[config.mk]
export PLATFORM = sky130hd
export DESIGN_NAME = alu_share_arbiter_flat
export DESIGN_NICKNAME = d
export VERILOG_FILES = /design/src/rtl/alu_pkg.sv /design/src/rtl/alu_share_arbiter_if.sv /design/src/rtl/rr_arbiter.sv /design/src/rtl/alu_share_arbiter.sv /design/src/flat_wrapper.sv
export SDC_FILE = /design/constraint.sdc
export NUM_CORES = 1
export LEC_CHECK = 0
export CORE_ASPECT_RATIO = 0.6
export CORE_MARGIN = 5
export CORE_UTILIZATION = 24
export DETAILED_ROUTE_END_ITERATION = 10
export PLACE_DENSITY = 0.76
export SLEW_MARGIN = 25
export SYNTH_ARGS = -nofsm -noshare
export SYNTH_HDL_FRONTEND = slang
export SYNTH_HIERARCHICAL = 1
export SYNTH_SLANG_ARGS = --single-unit
[constraint.sdc]
create_clock -name clk -period 2.5 [get_ports clk]
set_input_delay 0.75 -clock clk [delete_from_list [all_inputs] [get_ports clk]]
set_output_delay 0.75 -clock clk [all_outputs]
set_load 0.03 [all_outputs]
[src/rtl/alu_pkg.sv]
// rtl/alu_pkg.sv - ALUCtrl encodings and legality check shared by ALU-side units.
// alu_ctrl_legal() is used only when ALU_ARB_ILLEGAL_CHK_EN is defined.
package alu_pkg;

  localparam logic [3:0] ALU_ADD  = 4'b0000;
  localparam logic [3:0] ALU_SUB  = 4'b1000;
  localparam logic [3:0] ALU_SLL  = 4'b0001;
  localparam logic [3:0] ALU_SLT  = 4'b0010;
  localparam logic [3:0] ALU_SLTU = 4'b0011;
  localparam logic [3:0] ALU_XOR  = 4'b0100;
  localparam logic [3:0] ALU_SRL  = 4'b0101;
  localparam logic [3:0] ALU_SRA  = 4'b1101;
  localparam logic [3:0] ALU_OR   = 4'b0110;
  localparam logic [3:0] ALU_AND  = 4'b0111;
  localparam logic [3:0] ALU_PASS = 4'b1111;

  function automatic logic alu_ctrl_legal(input logic [3:0] ctrl);
    case (ctrl)
      ALU_ADD, ALU_SUB, ALU_SLL, ALU_SLT, ALU_SLTU, ALU_XOR,
      ALU_SRL, ALU_SRA, ALU_OR, ALU_AND, ALU_PASS: alu_ctrl_legal = 1'b1;
      default:                                     alu_ctrl_legal = 1'b0;
    endcase
  endfunction

endpackage

[src/rtl/alu_share_arbiter_if.sv]
// rtl/alu_share_arbiter_if.sv - request, ALU and response signals of the shared-ALU arbiter.
// rsp_err exists only when ALU_ARB_ILLEGAL_CHK_EN is defined.
interface alu_share_arbiter_if #(
  parameter int NUM_REQ = 2,
  parameter int TAG_W   = 5,
  parameter int ID_W    = 2
) ();
  logic [NUM_REQ-1:0]       req_valid;
  logic [NUM_REQ-1:0]       req_ready;
  logic [NUM_REQ*32-1:0]    req_rs1;
  logic [NUM_REQ*32-1:0]    req_rs2;
  logic [NUM_REQ*4-1:0]     req_ctrl;
  logic [NUM_REQ*TAG_W-1:0] req_tag;
  logic [31:0]              alu_rs1;
  logic [31:0]              alu_rs2;
  logic [3:0]               alu_ctrl;
  logic [31:0]              alu_data;
  logic                     rsp_valid;
  logic                     rsp_ready;
  logic [31:0]              rsp_data;
  logic [ID_W-1:0]          rsp_id;
  logic [TAG_W-1:0]         rsp_tag;
`ifdef ALU_ARB_ILLEGAL_CHK_EN
  logic                     rsp_err;
`endif

  // master: issue side, writeback side and the ALU itself
  modport master (
    output req_valid, req_rs1, req_rs2, req_ctrl, req_tag, alu_data, rsp_ready,
`ifdef ALU_ARB_ILLEGAL_CHK_EN
    input  rsp_err,
`endif
    input  req_ready, alu_rs1, alu_rs2, alu_ctrl, rsp_valid, rsp_data, rsp_id, rsp_tag
  );

  modport slave (
    input  req_valid, req_rs1, req_rs2, req_ctrl, req_tag, alu_data, rsp_ready,
`ifdef ALU_ARB_ILLEGAL_CHK_EN
    output rsp_err,
`endif
    output req_ready, alu_rs1, alu_rs2, alu_ctrl, rsp_valid, rsp_data, rsp_id, rsp_tag
  );

endinterface

[src/rtl/rr_arbiter.sv]
// rtl/rr_arbiter.sv - combinational round-robin arbiter, one-hot grant searched upward from i_ptr.
module rr_arbiter #(
  parameter  int NUM_REQ = 2,
  localparam int PTR_W   = (NUM_REQ > 1) ? $clog2(NUM_REQ) : 1
) (
  input  logic [NUM_REQ-1:0] i_req,
  input  logic [PTR_W-1:0]   i_ptr,
  input  logic               i_en,
  output logic [NUM_REQ-1:0] o_grant
);

  logic w_found;

  always_comb begin
    o_grant = '0;
    w_found = 1'b0;
    if (i_en) begin
      for (int k = 0; k < NUM_REQ; k++) begin
        for (int i = 0; i < NUM_REQ; i++) begin
          if (!w_found && i_req[i] && (i == (int'(i_ptr) + k) % NUM_REQ)) begin
            o_grant[i] = 1'b1;
            w_found    = 1'b1;
          end
        end
      end
    end
  end

endmodule

[src/rtl/alu_share_arbiter.sv]
// rtl/alu_share_arbiter.sv - round-robin sharing of one combinational ALU with a one-entry response register.
// ALU_ARB_ILLEGAL_CHK_EN adds rsp_err and zeroes results of illegal ALUCtrl codes.
module alu_share_arbiter
  import alu_pkg::*;
#(
  parameter int NUM_REQ = 2,
  parameter int TAG_W   = 5,
  parameter int ID_W    = 2
) (
  input logic               clk,
  input logic               rst,
  alu_share_arbiter_if.slave bus
);

  localparam int PTR_W = (NUM_REQ > 1) ? $clog2(NUM_REQ) : 1;

  typedef enum logic {ST_EMPTY, ST_FULL} state_t;

  state_t             r_state;
  logic [PTR_W-1:0]   r_ptr;
  logic [31:0]        r_data;
  logic [ID_W-1:0]    r_id;
  logic [TAG_W-1:0]   r_tag;

  logic [NUM_REQ-1:0] w_grant;
  logic [NUM_REQ-1:0] w_ready;
  logic               w_can_accept;
  logic               w_accept;
  logic [31:0]        w_rs1;
  logic [31:0]        w_rs2;
  logic [3:0]         w_ctrl;
  logic [TAG_W-1:0]   w_tag;
  logic [ID_W-1:0]    w_id;
  logic [PTR_W-1:0]   w_next_ptr;
  logic [31:0]        w_cap_data;

  // Grant is suppressed while reset is held so req_ready is 0 without waiting for a clock
  rr_arbiter #(.NUM_REQ(NUM_REQ)) u_rr_arbiter (
    .i_req   (bus.req_valid),
    .i_ptr   (r_ptr),
    .i_en    (rst),
    .o_grant (w_grant)
  );

  assign w_can_accept = (r_state == ST_EMPTY) || bus.rsp_ready;
  assign w_ready      = w_grant & {NUM_REQ{w_can_accept}};
  assign w_accept     = |w_ready;

  // Unselected requesters leave the ALU inputs at ADD 0+0
  always_comb begin
    w_rs1      = '0;
    w_rs2      = '0;
    w_ctrl     = ALU_ADD;
    w_tag      = '0;
    w_id       = '0;
    w_next_ptr = '0;
    for (int i = 0; i < NUM_REQ; i++) begin
      if (w_grant[i]) begin
        w_rs1      = bus.req_rs1[32*i +: 32];
        w_rs2      = bus.req_rs2[32*i +: 32];
        w_ctrl     = bus.req_ctrl[4*i +: 4];
        w_tag      = bus.req_tag[TAG_W*i +: TAG_W];
        w_id       = ID_W'(i);
        w_next_ptr = PTR_W'((i + 1) % NUM_REQ);
      end
    end
  end

`ifdef ALU_ARB_ILLEGAL_CHK_EN
  logic w_legal;
  logic r_err;
  assign w_legal    = alu_ctrl_legal(w_ctrl);
  assign w_cap_data = w_legal ? bus.alu_data : 32'd0;
  assign bus.rsp_err = r_err;
`else
  assign w_cap_data = bus.alu_data;
`endif

  always_ff @(posedge clk or negedge rst) begin
    if (!rst) begin
      r_state <= ST_EMPTY;
      r_ptr   <= '0;
      r_data  <= '0;
      r_id    <= '0;
      r_tag   <= '0;
`ifdef ALU_ARB_ILLEGAL_CHK_EN
      r_err   <= 1'b0;
`endif
    end else begin
      if (w_accept) begin
        r_data <= w_cap_data;
        r_id   <= w_id;
        r_tag  <= w_tag;
        r_ptr  <= w_next_ptr;
`ifdef ALU_ARB_ILLEGAL_CHK_EN
        r_err  <= !w_legal;
`endif
      end
      // A drain coinciding with an accept keeps the register FULL with no bubble
      case (r_state)
        ST_EMPTY: if (w_accept) r_state <= ST_FULL;
        ST_FULL:  if (!w_accept && bus.rsp_ready) r_state <= ST_EMPTY;
        default:  r_state <= ST_EMPTY;
      endcase
    end
  end

  assign bus.req_ready = w_ready;
  assign bus.alu_rs1   = w_rs1;
  assign bus.alu_rs2   = w_rs2;
  assign bus.alu_ctrl  = w_ctrl;
  assign bus.rsp_valid = (r_state == ST_FULL);
  assign bus.rsp_data  = r_data;
  assign bus.rsp_id    = r_id;
  assign bus.rsp_tag   = r_tag;

endmodule

[src/flat_wrapper.sv]
// flat-port wrapper written by rule: the top's interface ports become plain ports
module alu_share_arbiter_flat import alu_pkg::*;
#(
  parameter int NUM_REQ = 2,
  parameter int TAG_W   = 5,
  parameter int ID_W    = 2
)
  (clk, rst, bus_req_valid, bus_req_rs1, bus_req_rs2, bus_req_ctrl, bus_req_tag, bus_alu_data, bus_rsp_ready, bus_req_ready, bus_alu_rs1, bus_alu_rs2, bus_alu_ctrl, bus_rsp_valid, bus_rsp_data, bus_rsp_id, bus_rsp_tag);
  alu_share_arbiter_if #(.NUM_REQ(NUM_REQ), .TAG_W(TAG_W), .ID_W(ID_W)) bus_i ();
  input logic clk;
  input logic rst;
  input wire logic [$bits(bus_i.req_valid)-1:0] bus_req_valid;
  input wire logic [$bits(bus_i.req_rs1)-1:0] bus_req_rs1;
  input wire logic [$bits(bus_i.req_rs2)-1:0] bus_req_rs2;
  input wire logic [$bits(bus_i.req_ctrl)-1:0] bus_req_ctrl;
  input wire logic [$bits(bus_i.req_tag)-1:0] bus_req_tag;
  input wire logic [$bits(bus_i.alu_data)-1:0] bus_alu_data;
  input wire logic [$bits(bus_i.rsp_ready)-1:0] bus_rsp_ready;
  output wire logic [$bits(bus_i.req_ready)-1:0] bus_req_ready;
  output wire logic [$bits(bus_i.alu_rs1)-1:0] bus_alu_rs1;
  output wire logic [$bits(bus_i.alu_rs2)-1:0] bus_alu_rs2;
  output wire logic [$bits(bus_i.alu_ctrl)-1:0] bus_alu_ctrl;
  output wire logic [$bits(bus_i.rsp_valid)-1:0] bus_rsp_valid;
  output wire logic [$bits(bus_i.rsp_data)-1:0] bus_rsp_data;
  output wire logic [$bits(bus_i.rsp_id)-1:0] bus_rsp_id;
  output wire logic [$bits(bus_i.rsp_tag)-1:0] bus_rsp_tag;
  assign bus_i.req_valid = bus_req_valid;
  assign bus_i.req_rs1 = bus_req_rs1;
  assign bus_i.req_rs2 = bus_req_rs2;
  assign bus_i.req_ctrl = bus_req_ctrl;
  assign bus_i.req_tag = bus_req_tag;
  assign bus_i.alu_data = bus_alu_data;
  assign bus_i.rsp_ready = bus_rsp_ready;
  assign bus_req_ready = bus_i.req_ready;
  assign bus_alu_rs1 = bus_i.alu_rs1;
  assign bus_alu_rs2 = bus_i.alu_rs2;
  assign bus_alu_ctrl = bus_i.alu_ctrl;
  assign bus_rsp_valid = bus_i.rsp_valid;
  assign bus_rsp_data = bus_i.rsp_data;
  assign bus_rsp_id = bus_i.rsp_id;
  assign bus_rsp_tag = bus_i.rsp_tag;
  alu_share_arbiter #(.NUM_REQ(NUM_REQ), .TAG_W(TAG_W), .ID_W(ID_W)) u_core (.clk(clk), .rst(rst), .bus(bus_i));
endmodule
Yosys cells after proc, flatten, opt, wreduce, memory -nomap -nowiden
Index checks and enable logic that the tools add are counted.

Flip-flop bits (word level): 41. Bits of input ports: 183.

Add/sub/neg operators: 1. Equality and inequality tests: 1. Mux-type cells: 24. Bitwise gates (word level): 3. Reduce and logical (&&, ||, !) cells: 16.

Operators by type and width (number): 2-to-1 mux 32 bit (4); zero test 32 bit (2); 2-to-1 mux 1 bit (14); 2-to-1 mux 5 bit (2); logical AND 1 bit (8); 2-to-1 mux 4 bit (2); zero test 1 bit (4); AND 2 bit (1); equality test 2 bit, first input constant (1); 2-to-1 mux 2 bit (1); case mux 1 bit (2 select lines) (1); OR reduction 2 bit (1); adder 1 bit, second input constant (1); AND 1 bit, first input constant (1); logical OR 1 bit (1); NOT 1 bit (1).

Logic depth before layout (Yosys ltp)
Gate-level depths: netlist of run 1.

Word-level depth: 25. Gate-level depth with buffers: 7. Gate-level depth less buffers: 4.

By module
The synthesis of run 1 kept the hierarchy.

By module, submodules not included: alu_share_arbiter (instances 1, cells an instance 187, area each 2424.8 um^2, sequential area each 1001.0 um^2); rr_arbiter (instances 1, cells an instance 5, area each 21.3 um^2, sequential area each 0.0 um^2).

Least setup slack after synthesis of run 1
No wires, ideal clock.

Kind: input -> output. From: in bus_req_valid[1]. To: out bus_alu_rs1[29]. Arrival time: 2.012 ns. Data required time: 1.750 ns. Slack: -0.262 ns. Stages: 6. Buffers on the path: 3. Cells stage by stage: nand2_1 a21oi_1 buf_6 clkbuf_1 buf_2 o21ai_0.

Cells in the longest elaborated chain, start to end: 15. Elaborated cells between the ends (all ways): 18.

Ends and longest elaborated chain: start: declaration (line flat_wrapper.sv:12) `input wire logic [$bits(bus_i.req_valid)-1:0] bus_req_valid;`; logical AND 1 bit (2 in series) (line rr_arbiter.sv:20) `if (!w_found && i_req[i] && (i == (int'(i_ptr) + k) % NUM_REQ)) begin`; 2-to-1 mux 1 bit (line rr_arbiter.sv:20); 2-to-1 mux 1 bit (line rr_arbiter.sv:17) `if (i_en) begin`; zero test 1 bit (line rr_arbiter.sv:20); logical AND 1 bit (2 in series) (line rr_arbiter.sv:20); 2-to-1 mux 1 bit (line rr_arbiter.sv:20); 2-to-1 mux 1 bit (line rr_arbiter.sv:17); zero test 1 bit (line rr_arbiter.sv:20); logical AND 1 bit (2 in series) (line rr_arbiter.sv:20); 2-to-1 mux 1 bit (*) (line rr_arbiter.sv:20); 2-to-1 mux 2 bit (*) (line rr_arbiter.sv:17); via u_core.w_grant[1] (line alu_share_arbiter.sv:25) `logic [NUM_REQ-1:0] w_grant;`; 2-to-1 mux 32 bit (*) (line alu_share_arbiter.sv:58) `if (w_grant[i]) begin`; end: declaration (line flat_wrapper.sv:20) `output wire logic [$bits(bus_i.alu_rs1)-1:0] bus_alu_rs1;`.

Mark *: on every way through the listed nets, which the timed path passes. The rest lies on a longest branch. The select of a mux whose other input is x is not followed.

Worst setup path after layout of run 1
From: in bus_req_valid[0]. To: out bus_alu_rs1[4].

Cells in the longest elaborated chain, start to end: 19. Elaborated cells between the ends (all ways): 22.

Ends and longest elaborated chain (line): logical AND 1 bit (rr_arbiter.sv:20); 2-to-1 mux 1 bit (rr_arbiter.sv:20); 2-to-1 mux 1 bit (rr_arbiter.sv:17); zero test 1 bit (rr_arbiter.sv:20); logical AND 1 bit (2 in series) (rr_arbiter.sv:20); 2-to-1 mux 1 bit (rr_arbiter.sv:20); 2-to-1 mux 1 bit (rr_arbiter.sv:17); zero test 1 bit (rr_arbiter.sv:20); logical AND 1 bit (2 in series) (rr_arbiter.sv:20); 2-to-1 mux 1 bit (rr_arbiter.sv:20); 2-to-1 mux 1 bit (rr_arbiter.sv:17); zero test 1 bit (rr_arbiter.sv:20); logical AND 1 bit (2 in series) (rr_arbiter.sv:20); 2-to-1 mux 1 bit (*) (rr_arbiter.sv:20); 2-to-1 mux 2 bit (*) (rr_arbiter.sv:17); via u_core.w_grant[1] (alu_share_arbiter.sv:25); 2-to-1 mux 32 bit (*) (alu_share_arbiter.sv:58).

Marks and branches as above.

==> key figures, run 1 <==
STA
  – Clock Skew: 0.002680 ns
  – Max-slew headroom: 65.99%
  – Fin crit share: 107.2%
  – Fin. Hold Viols: 0
  – Final WS setup: -0.1799 ns
  – Unrepaired setup endpoints after global routing: true
  – Worst Max-Slew Pin Slew: 0.5101 ns
  – Slew Limit Fails: 0
  – Clock period minus worst slack: 2.680 ns
  – Maximum operating frequency: 373.1 MHz
  – Setup-failing EPs final: 69

Clock tree
  – Num CTS Buffers: 5
  – Clock Sinks: 40
  – Clk root buf: clkbuf_16
  – CTS tree: yes
  – H-tree lvl count: 2
  – Clk Latency, worst-skew pair: 0.28 ns
  – Reg clk slew, reported paths: 0.06 ns
  – Hold-fix buffer count after cts: 0
  – CTS Buffer Depth: 2

Setup path
  – Critical-path top delay cell: a22o_4
  – Cell class contributing the biggest share of worst-path delay: buffers and inverters
  – Flop2flop setup slack: 0.47 ns
  – Worst EP arrival: 1.93 ns
  – Crit Reg-Reg Endpoint: u_core/bus.rsp_tag[0]
  – Crit path max fanout: 7
  – CP bufs+invs: 6
  – CP cell instances: buf_6 > buf_6 > a21oi_4 > nor2b_4 > buf_12 > buf_8 > buf_16 > a22o_4 > buf_12
  – Worst reg-to-reg path cell count: 9
  – Crit path depth: 9
  – Worst setup EP type: output pin
  – Slowest stage delay, CP: 0.22 ns
  – Startpoint Class: input port
  – Critical Setup Path Class: in2out
  – R2R Path Start: u_core/r_ptr
  – Req. time, crit path: 1.75 ns

Synth
  – Sequential area share after synthesis: 40.92%
  – Syn Nets: 375
  – Synthesis-stage register bit count: 40
  – Synth warn: 6
  – Netlist cell types: 21
  – Synthesized cell area: 2446 um^2
  – Syn Area/Cell: 12.74 um^2
  – Post-synthesis instance total: 192

Die
  – DIE WIDTH: 140.3 um
  – Top Ports: 293
  – Starting Density: 24.67%
  – Rows: 28
  – DIE HEIGHT: 88.20 um
  – Core area: 9915 um^2
  – DIE AREA: 12380 um^2

Layout
  – Area of the multi-input gates: 1684 um^2
  – FF+latch area: 1001 um^2
  – Layout Nets: 698
  – N_diodes: 0
  – Filler Cell Count: 667
  – Area delta synth->final: 179.2%
  – Fin area: 6829 um^2
  – Final core occ: 68.88%
  – Share of cells above drive strength 1: 45.93%

Detailed routing
  – WL per Instance: 24.70 um
  – Drt first-iter violations: 131
  – Final wirelength: 16080 um
  – Routed vias: 3082
  – Detail Route Antenna Nets: 0
  – Drt pass-1 iters: 4
  – Via/cell ratio: 4.734
  – # DRC: 0

Run status
  – Failing checks: negative setup slack
  – Outcome: complete, but fails checks

Global routing
  – Largest net degree at the start of global routing: 41
  – Gr busiest metal: met2
  – Initial antenna violation count: 0
  – Total congestion overflow: 0
  – Routing usage on met1: 25.40%
  – Met3 usage: 5.074%
  – Vias in the first global route: 3286
  – Met2 GRT Util: 39.71%
  – GRT Util Overall: 21.34%
  – First-pass GRT wire length: 20350 um

Placement
  – I/O Buffers: 291
  – HPWL Detailed: 10370 um
  – Area after DPL: 5530 um^2
  – GPL Wtd Cong: 0.9821

Worst hold path
  – Hold EP: u_core/bus.rsp_data[20]
  – Hold crit path type: reg2reg
  – Hold path depth: 1
  – Worst hold start: u_core/bus.rsp_data[20]

Power and ir drop
  – Power density cells: 606.2 nW/um^2
  – Worst VDD drop: 0.3625 mV
  – Leak pwr: 0.003029 uW

Job
  – Max Cap Violations: 0
## where the power goes
group / total, uW / internal [uW] / switching (uW)
Clock: 646 / 398 / 248
Combinational: 2530 / 1360 / 1170
Sequential: 965 / 846 / 119
## through the flow
step,TNS (ns),hold slack [ns],power (uW),setup slack (ns),instances
3_3_place_gp,-43.47,0.4759,3095,-0.5181,613
3_5_place_dp,-44.04,0.4940,3119,-0.5588,613
4_1_cts,-11.90,0.5086,4042,-0.1934,641
5_1_grt,-11.42,0.5141,4308,-0.2147,651
6_report,-9.008,0.5084,4140,-0.1799,651
2_1_floorplan,-0.1436,0.4544,2110,-0.02940,192
## layer usage
| layer | share of wire (%) | vias up |
|---|---|---|
| met5 | 0 | - |
| met4 | 1.4 | 0 |
| met3 | 6.3 | 19 |
| met2 | 54 | 132 |
| met1 | 38 | 1535 |
| li1 | - | 1396 |
## cell families (layout without fill, tap and decap cells)
logic type / Yosys count / count (layout) / synth area share, %
AOI/OAI and AO/OA: 73 / 73 / 25.27
buffers and inverters: 23 / 347 / 7.417
other: 1 / 1 / 0.1533
muxes: 42 / 42 / 23.94
and+or+nand+nor: 13 / 13 / 2.302
DFF: 40 / 40 / 40.92
## sequential cells by signal, indices dropped and copies added, names as in the netlist
| name | flops |
|---|---|
| u_core/bus.rsp_tag | 5 |
| u_core/bus.rsp_valid | 1 |
| u_core/r_ptr | 1 |
| u_core/bus.rsp_id | 1 |
| u_core/bus.rsp_data | 32 |
## cell type report
| type | count | share of cell area [%] |
|---|---|---|
| Clock buffer | 8 | 2.144 |
| Inverter | 2 | 0.1099 |
| Multi-Input combinational cell | 129 | 24.66 |
| Sequential cell | 40 | 14.66 |
| Tap cell | 135 | 2.473 |
| Timing Repair Buffer | 337 | 55.95 |
## Yosys cell counts
cell / instances / share of area, %
mux2_2: 11 / 5.1
dfrtp_1: 40 / 41
nor2_1: 2 / 0.31
buf_2: 7 / 1.4
buf_6: 2 / 0.92
a21o_1: 1 / 0.31
and2_1: 1 / 0.26
buf_12: 3 / 2.5
clkbuf_1: 3 / 0.46
buf_4: 6 / 1.8
a22o_1: 66 / 24
mux2_1: 1 / 0.46
o21ai_0: 2 / 0.41
mux2_4: 30 / 18
a21oi_1: 3 / 0.61
conb_1: 1 / 0.15
nand2_1: 8 / 1.2
o21a_1: 1 / 0.31
nor2b_1: 1 / 0.26
inv_1: 2 / 0.31
nand2b_1: 1 / 0.26
## placed cells by master, fill, tap and decap left out
cell             instances
buf_8                    3
o21ai_2                  2
buf_4                   12
dfrtp_1                 40
nand2_4                  2
inv_1                    2
conb_1                   1
nand2_2                  1
a21oi_1                  1
nor2_1                   2
a22o_2                  22
mux2_1                   1
a21o_1                   1
nor2b_4                  1
clkdlybuf4s50_1        218
and2_4                   1
a21oi_2                  1
clkbuf_16                9
a22o_4                  39
mux2_2                  11
buf_6                   76
a22o_1                   5
nand2_1                  5
mux2_4                  30
a21oi_4                  1
buf_12                  15
o21a_2                   1
clkbuf_8                 1
clkbuf_1                 2
nand2b_1                 1
buf_16                   9
## worst reg2reg max path, delay by kind of cell (launching register included)
| family | cells | cell delay [ns] |
|---|---|---|
| buffers and inverters | 6 | 0.72 |
| multiplexers | 2 | 0.60 |
| flip-flops | 1 | 0.41 |
| AO/OA/AOI/OAI | 1 | 0.19 |
## repair_timing
| item | CTS | global route |
|---|---|---|
| pin swaps | 6 | 9 |
| resized for setup | 117 | 38 |
| endpoints found under the setup margin | 76 | 69 |
| endpoints found under the hold margin | 0 | 0 |
| setup buffers | 12 | 5 |
| cloned | 9 | 7 |
## how the worst max path moves through the flow
stage | end | slack [ns] | from
after floorplan | bus_alu_rs1[29] | -0.03 | bus_req_valid[1]
after global placement | bus_alu_rs1[19] | -0.52 | bus_req_valid[0]
after detailed placement | bus_alu_rs1[27] | -0.56 | bus_req_valid[0]
after CTS | bus_alu_rs1[27] | -0.19 | bus_req_valid[0]
after global routing | bus_alu_rs1[4] | -0.21 | bus_req_valid[0]
final | bus_alu_rs1[4] | -0.18 | bus_req_valid[0]
No activity file was read; power rests on OpenSTA's default activity.
==> inputs of run 2 (changes only) <==
--- a/config.mk
+++ b/config.mk
@@ -6,7 +6,7 @@
 export NUM_CORES = 1
 export LEC_CHECK = 0
 export CORE_ASPECT_RATIO = 0.6
-export CORE_MARGIN = 5
+export CORE_MARGIN = 2
 export CORE_UTILIZATION = 24
 export DETAILED_ROUTE_END_ITERATION = 10
 export PLACE_DENSITY = 0.76
==> key figures, run 2 (synthesis gave the netlist of run 1 again) <==
Run status
  – Outcome: complete, but fails checks
  – Failing checks: negative setup slack

STA
  – Setup-failing EPs final: 69
  – Clock period minus worst slack: 2.643 ns
  – Final WS setup: -0.1434 ns
  – Unrepaired setup endpoints after global routing: true
  – Clock Skew: 0.002407 ns
  – Fin. Hold Viols: 0
  – Slew Limit Fails: 0
  – Fin crit share: 105.7%
  – Maximum operating frequency: 378.3 MHz

Job
  – Max Cap Violations: 0

Layout
  – Share of cells above drive strength 1: 44.84%
  – Layout Nets: 687
  – Final core occ: 67.31%
  – Max FFs per register: 32
  – Fin area: 6650 um^2
  – FF+latch area: 1001 um^2
  – Area delta synth->final: 171.9%
  – Filler Cell Count: 716
  – N_diodes: 0
  – Commonest non-fill, non-tap cell in the layout: clkdlybuf4s50_1
  – Area of the multi-input gates: 1685 um^2
  – Commonest cells after routing, fill and taps aside: 218 x clkdlybuf4s50_1, 71 x buf_6, 40 x a22o_4, 40 x dfrtp_1, 30 x mux2_4

Placement
  – Area after DPL: 5478 um^2
  – I/O Buffers: 291
  – GPL Wtd Cong: 0.7113
  – HPWL Detailed: 9686 um

Detailed routing
  – Detail Route Antenna Nets: 0
  – Drt first-iter violations: 83
  – Routed vias: 2959
  – Drt pass-1 iters: 6
  – WL per Instance: 21.50 um
  – Via/cell ratio: 4.631
  – # DRC: 0
  – Final wirelength: 13740 um

Global routing
  – Largest net degree at the start of global routing: 31
  – Initial antenna violation count: 0
  – First-pass GRT wire length: 18040 um
  – Total congestion overflow: 0
  – Vias in the first global route: 3110
  – GRT Util Overall: 21.54%

Worst hold path
  – Hold crit path type: in2async

Die
  – Starting Density: 24.76%
  – Core area: 9879 um^2
  – DIE HEIGHT: 82.20 um
  – DIE WIDTH: 134.3 um
  – Rows: 28
  – Top Ports: 293
  – DIE AREA: 11040 um^2

Setup path
  – R2R Path Start: u_core/r_ptr
  – Worst EP arrival: 1.89 ns
  – Startpoint Class: input port
  – Crit path max fanout: 5
  – Flop2flop setup slack: 0.52 ns
  – Req. time, crit path: 1.75 ns
  – Crit Reg-Reg Endpoint: u_core/bus.rsp_tag[3]
  – Worst reg-to-reg path cell count: 8
  – Worst setup EP type: output pin
  – Setup crit end: bus_alu_rs1[13]
  – Critical Setup Path Class: in2out
  – Worst setup path start: bus_req_valid[0]

Clock tree
  – Num CTS Buffers: 5
  – Clk Latency, worst-skew pair: 0.28 ns
  – CTS Buffer Depth: 2
  – H-tree lvl count: 2
  – CTS tree: yes
  – Reg clk slew, reported paths: 0.06 ns
  – Clock Sinks: 40
  – Clk root buf: clkbuf_16

Power and ir drop
  – Leak pwr: 0.002940 uW
  – Power density cells: 602.6 nW/um^2
  – Worst VDD drop: 0.4305 mV
run 2: cell count changes in the layout (fill, tap and decap cells not counted), moves of 2 or more:
cell / before / now
buf_6: 76 / 71
a22o_2: 22 / 20
buf_12: 15 / 9
clkbuf_1: 2 / 0
run 2: stage by stage:
stage	cells	hold WS [ns]	setup TNS [ns]	setup slack, ns	total power, uW
final	639	0.3907	-8.085	-0.1434	4007
after global routing	639	0.3954	-10.66	-0.1762	4172
after CTS	633	0.3936	-6.296	-0.1177	3922
after detailed placement	611	0.4720	-41.77	-0.5073	3086
after global placement	611	0.4682	-40.66	-0.4845	3061
after floorplan	192	0.4544	-0.1436	-0.02940	2110
run 2: routing by layer:
metal	up-vias	part of all wire [%]	global-route usage, %
li1	1368	-	-
met1	1473	39	25.35
met2	102	55	40.61
met3	16	4.7	4.701
met4	0	1.4	5.368
met5	-	0	0
run 2: worst min-delay path by stage:
stage,from,to,slack [ns],cells after the start
2_1_floorplan,rst,u_core/bus.rsp_data[0],0.45,0
3_3_place_gp,u_core/bus.rsp_id[0],u_core/bus.rsp_id[0],0.47,1
3_5_place_dp,u_core/bus.rsp_id[0],u_core/bus.rsp_id[0],0.47,1
4_1_cts,rst,u_core/bus.rsp_data[21],0.39,2
5_1_grt,rst,u_core/bus.rsp_data[25],0.40,2
6_report,rst,u_core/bus.rsp_data[25],0.39,2
run 2: cell type report:
| class | instances | share of cell area [%] |
|---|---|---|
| Clock buffer | 5 | 1.881 |
| Clock inverter | 2 | 0.1881 |
| Inverter | 2 | 0.1129 |
| Multi-Input combinational cell | 129 | 25.34 |
| Sequential cell | 40 | 15.05 |
| Tap cell | 135 | 2.540 |
| Timing Repair Buffer | 326 | 54.88 |
run 2: worst max-delay path, cell delays in order:
cell	delay, ns
buf_6	0.10
buf_6	0.11
a21oi_4	0.20
nor2b_4	0.08
buf_8	0.15
clkbuf_16	0.16
a22o_2	0.21
buf_6	0.14
run 2: what timing repair did:
action	4_1_cts	5_1_grt
gates cloned	7	6
endpoints found under the setup margin	70	69
gates resized for setup	115	37
hold buffers	0	0
setup buffers	9	1
pin swaps	4	3
run 2: power breakdown:
part           switching (uW)  leakage [uW]  internal (uW)  total [uW]
logic                    1120       0.00241           1320        2430
clock network             246     0.0000657            362         608
registers                 119      0.000467            846         965
